**src/rtl/subcounter.sv**
```systemverilog
// Presettable synchronous down counter with cascade borrow, registered terminal-count pulse
// and optional auto-reload from D on underflow (divide-by-(D+1)).
module subcounter #(
  parameter int unsigned WIDTH = 4,
  parameter bit          BCD   = 1'b0
) (
  input  logic             clk,
  input  logic             clr,
  input  logic             ld,
  input  logic             p,
  input  logic             t,
  input  logic             ar,
  input  logic [WIDTH-1:0] D,
  output logic [WIDTH-1:0] Q,
  output logic             bo,
  output logic             tc
);

  // Value taken after underflow when not auto-reloading.
  localparam logic [WIDTH-1:0] MaxVal = BCD ? WIDTH'(9) : {WIDTH{1'b1}};

  logic [WIDTH-1:0] cnt_q, cnt_d;
  logic             tc_q, tc_d;
  logic             is_zero;

  assign is_zero = (cnt_q == '0);

  always_comb begin
    cnt_d = cnt_q;
    tc_d  = 1'b0;
    if (!ld) begin
      cnt_d = D;
    end else if (p && t) begin
      if (!is_zero) begin
        // Out-of-range BCD values simply decrement toward 9.
        cnt_d = cnt_q - 1'b1;
      end else begin
        cnt_d = ar ? D : MaxVal;
        tc_d  = 1'b1;
      end
    end
  end

  always_ff @(posedge clk or negedge clr) begin
    if (!clr) begin
      cnt_q <= '0;
      tc_q  <= 1'b0;
    end else begin
      cnt_q <= cnt_d;
      tc_q  <= tc_d;
    end
  end

  assign Q  = cnt_q;
  assign tc = tc_q;
  // Lookahead for the next stage: must not wait for a register.
  assign bo = t & is_zero;

endmodule

```
**config.mk**
```make
export PLATFORM = sky130hd
export DESIGN_NAME = subcounter
export DESIGN_NICKNAME = d
export VERILOG_FILES = /design/src/rtl/subcounter.sv
export SDC_FILE = /design/constraint.sdc
export NUM_CORES = 1
export LEC_CHECK = 0
export CAP_MARGIN = 20
export CORE_AREA = 10 10 47 49
export DETAILED_ROUTE_END_ITERATION = 10
export DIE_AREA = 0 0 57 59
export GPL_TIMING_DRIVEN = 0
export PLACE_DENSITY = 0.59
export SETUP_SLACK_MARGIN = 0.2
export SYNTH_ARGS = -nofsm -noshare
export SYNTH_HDL_FRONTEND = slang
export SYNTH_SLANG_ARGS = --single-unit
```
**constraint.sdc**
```tcl
create_clock -name clk -period 2.3 [get_ports clk]
set_input_delay 0.69 -clock clk [delete_from_list [all_inputs] [get_ports clk]]
set_output_delay 0.69 -clock clk [all_outputs]
set_load 0.02 [all_outputs]
```
**After elaboration in Yosys (flattened, before gate mapping)**

Index checks and enable logic that the tools add are counted.

- Flip-flop bits (word level): 5
- Logic and storage cells: 14
- Bits of input ports: 10
- Output and inout port bits: 6

- Add/sub/neg operators: 1
- Reduce and logical (&&, ||, !) cells: 2
- Equal/unequal tests: 1
- Multiplexer cells: 7
- Bitwise logic cells: 1

Operators with widths:

| operator | count |
|---|---|
| 4-bit two-way mux | 4 |
| 4-bit logical NOT | 1 |
| 4-bit by 1-bit subtractor with 4-bit output, second input constant | 1 |
| 1-bit two-way mux | 3 |
| 2-bit by 1-bit != test with 1-bit output, second input constant | 1 |
| 1-bit AND | 1 |
| 1-bit logical AND | 1 |

**Logic depth before layout (Yosys ltp)**

- Depth in word-level cells: 4
- Mapped depth: 5
- Depth with buffers taken out: 5

**Worst setup path after synthesis**

No wires, ideal clock.

- Path type: reg2out
- From: register cnt_q[0], in the netlist Q[0]
- To: output bo
- Required time: 1.610 ns
- Path buffers: 0
- Stages on the path, launching flop included: 5
- Setup slack: 0.374 ns
- Arrival time: 1.236 ns
- Cell sequence: dfrtp_1 inv_1 ha_1 nor3b_4 and2_1

- Longest elaborated chain between the ends: 2

Ends and longest elaborated chain:

| element | RTL line | text |
|---|---|---|
| start: declaration | 22 | `logic [WIDTH-1:0] cnt_q, cnt_d;` |
| start signal: assignment | 49 | `cnt_q <= cnt_d;` |
| 4-bit logical NOT | 26 | `assign is_zero = (cnt_q == '0);` |
| 1-bit AND | 57 | `assign bo = t & is_zero;` |
| end: declaration | 15 | `output logic bo,` |

Every way passes these cells.

**Worst setup path in the final report**

- From: register cnt_q[1], in the netlist Q[1]
- To: output bo

The elaborated chain is that of the path after synthesis.

==> results.tsv <==
stage	metric	value	unit
synth	largest family of logic cells by synthesized area	simple AND/OR/NAND/NOR gates	
detailed_routing	antenna-violating nets left	0	
die	number of top-level pins	16	
detailed_routing	final WL	932	um
finish	final std cells w/o fill	75	
timing	RSZ-0062 raised after global routing	no	
synth	post-synthesis cell area	352	sq um
timing	Layout Skew	4.28	ps
synth	syn_nets	48	
placement	DP Area	512	sq um
detailed_routing	drt pass-1 iters	4	
placement	Cells after DPL	67	
worst_hold_path	hold crit path type	primary input to asynchronous set/reset pin	
run_status	status	finished, final reports clean	
placement	dpl hpwl	721	um
clock_network	clock root cell	clkbuf_4	
die	DIE AREA	0.00336	sq mm
pwr	PD cells	557	mW/mm^2
timing	fmax	486	MHz
grt	first-pass GRT wire length	1.51	mm
synth	post-synthesis xor/xnor area fraction	2.49	%
placement	gpl congestion	0.684	
clock_network	CTS tree	built	
timing	Tcrit/Tclk final	89.4	%
setup_path	arrival time at the worst endpoint	1370	ps
die	die height	59	um
die	FP Rows	14	
synth	post-synthesis simple-gate area fraction	32.4	%
clock_network	clk sinks	5	
job	MaxCap Viol Count	0	
clock_network	clk_lat worst skew	240	ps
setup_path	CP endpoint kind	primary output	
synth	share of the synthesized area in the top cell type	35.6	%
pwr	leakage	0.246	nW
synth	Syn Inst Count	37	
finish	Final #Nets	71	
detailed_routing	number of DRC markers in iteration 0	10	
synth	#FFs+latches synth	5	
pwr	Max VDD drop	0.452	mV
synth	post-synthesis mux area share	5.69	%
timing	min Tclk post-route	2060	ps
synth	Netlist cell types	23	
timing	final hold vios	0	
detailed_routing	DRC	0	
timing	Slew Limit Fails	0	
clock_network	total CTS buffers	3	
grt	initial antenna violation count	0	
die	die width	57	um
detailed_routing	DR WL/cell	12.4	um
grt	largest net degree at the start of global routing	9	
synth	Adder-Cell Fraction of Synth Area	3.56	%
finish	Syn-to-layout area delta	61.2	%
die	Initial Utilization	25.1	%
synth	Area contributors post-synth	dfrtp_1, mux2i_1, and2_1, nor3b_4, nor2_1	
finish	Layout Utilization	40.4	%
clock_network	Max clock buf depth	2	
finish	fraction of layout cells with a size suffix above 1	23.7	%
grt	GRT Resource Usage Total	5.99	%
die	CORE AREA	0.00140	sq mm
setup_path	FF-to-FF path depth	6	
setup_path	type of origin of the critical path	register	
timing	# setup viols final	0	
setup_path	CP Max Fanout	3	
synth	cell taking the most area after synthesis	dfrtp_1	
grt	total grt overflow	0	
setup_path	CP required	1610	ps
detailed_routing	via count	349	
clock_network	H-tree Lvls	1	
clock_network	Worst-path clk slew	40	ps
grt	vias in the first global route	387	
detailed_routing	vias per cell	4.65	
placement	port bufs	14	
finish	fin area	567	sq um
finish	n_diodes	0	
synth	Ys Warns	0	
synth	Synth Area in Compound Gates	12.8	%
synth	Mean Syn Cell Area	9.50	sq um
timing	Worst slew margin	84.3	%
synth	Seq/Total Area, Yosys	35.6	%
timing	Least-Margin Pin Slew	235	ps
setup_path	WS Path Type	register to primary output	
## final cells by class
type	instances	area, sq um
timing repair buffer	18	166
sequential	5	125
multi-input combinational	27	203
clock buffer	4	26.3
inverter	4	15.0
fill	147	835
tap	16	20.0
buffer	1	11.3
## synthesized netlist by cell type (all sizes together)
master   count
buf          1
nand4b       1
a31oi        1
xnor2        1
a2bb2oi      1
nand3        1
ha           1
nor3b        1
and3         1
or4          1
and2         3
a221oi       1
dfrtp        5
o2111a       1
a211o        1
nor3         2
mux2i        2
nor2         4
nand2        1
nand4        2
nand2b       1
inv          4
## cell usage in the layout (no fill, tap or decap)
cell / instances
buf_4: 5
a211o_2: 1
mux2i_1: 2
inv_2: 1
a31oi_1: 1
buf_6: 1
inv_1: 3
nor2_1: 4
ha_2: 1
or4_1: 1
and3_2: 1
dfrtp_1: 5
nand3_1: 1
a2bb2oi_1: 1
o2111a_1: 1
dlygate4sd2_1: 1
and2_1: 3
nor3b_4: 1
xnor2_1: 1
clkdlybuf4s50_1: 12
nand4b_1: 1
nand2b_1: 1
nand4_1: 2
clkbuf_1: 1
nor3_1: 2
a221oi_1: 1
clkbuf_4: 3
nand2_1: 1
## path summary, 6_finish.rpt
check                                      start                to  slack (ps)
worst max-delay path            Q[1]$_DFFE_PN0P_                bo         240
worst min-delay path                         clr      tc$_DFF_PN0_         660
worst max register to register  Q[1]$_DFFE_PN0P_  Q[1]$_DFFE_PN0P_         830
worst min register to register  Q[1]$_DFFE_PN0P_  Q[3]$_DFFE_PN0P_         690
max in group asynchronous                    clr  Q[0]$_DFFE_PN0P_        1450
min in group clk                              ld  Q[2]$_DFFE_PN0P_         660
## critical path, cell delays in order (launching register included)
cell and delay [ps]:
dfrtp_1 390, inv_1 80, ha_2 190, nor3b_4 190, and2_1 150, buf_4 130
## repair_timing
item | CTS | global route
hold buffers | 0 | 0
buffers inserted | 2 | 2
cloned | 0 | 0
gates resized for setup | 6 | 1
setup endpoints to repair | 1 | 1
## metal layers
layer / share of wire, % / GRT usage (%) / up-vias
li1: - / - / 178
met1: 44 / 5.89 / 153
met2: 42 / 7.75 / 16
met3: 11 / 5.79 / 2
met4: 2.0 / 4.03 / 0
met5: 0 / 0 / -
## kinds of logic (layout without fill, tap and decap cells)
| kind of cell | after synthesis | count (layout) |
|---|---|---|
| DFF | 5 | 5 |
| and+or+nand+nor | 18 | 18 |
| muxes | 2 | 2 |
| adders and majority gates | 1 | 1 |
| AOI/OAI and AO/OA | 5 | 5 |
| buffers and inverters | 5 | 27 |
| xor gates and xnor gates | 1 | 1 |
## sequential cells by signal (all words and copies together), names as in the netlist
register and count:
tc 1, Q 4
## report_power, final
group / internal [W] / switching, W / leakage [nW]
combinational: 0.0000594 / 0.0000476 / 0.172
sequential: 0.0000976 / 0.0000103 / 0.0593
clock: 0.0000656 / 0.0000354 / 0.0150
## metrics by stage
| stage | hold WS [ps] | setup TNS (ps) | setup slack (ps) | total power [W] |
|---|---|---|---|---|
| 3_5_place_dp | 633 | -377 | -377 | 0.000206 |
| 3_3_place_gp | 625 | -375 | -375 | 0.000206 |
| 5_1_grt | 655 | 0 | 171 | 0.000340 |
| 4_1_cts | 642 | 0 | 217 | 0.000314 |
| 6_report | 657 | 0 | 243 | 0.000316 |
| 2_1_floorplan | 394 | 0 | 374 | 0.000160 |
Note: power is estimated with default switching activity, not from simulation.
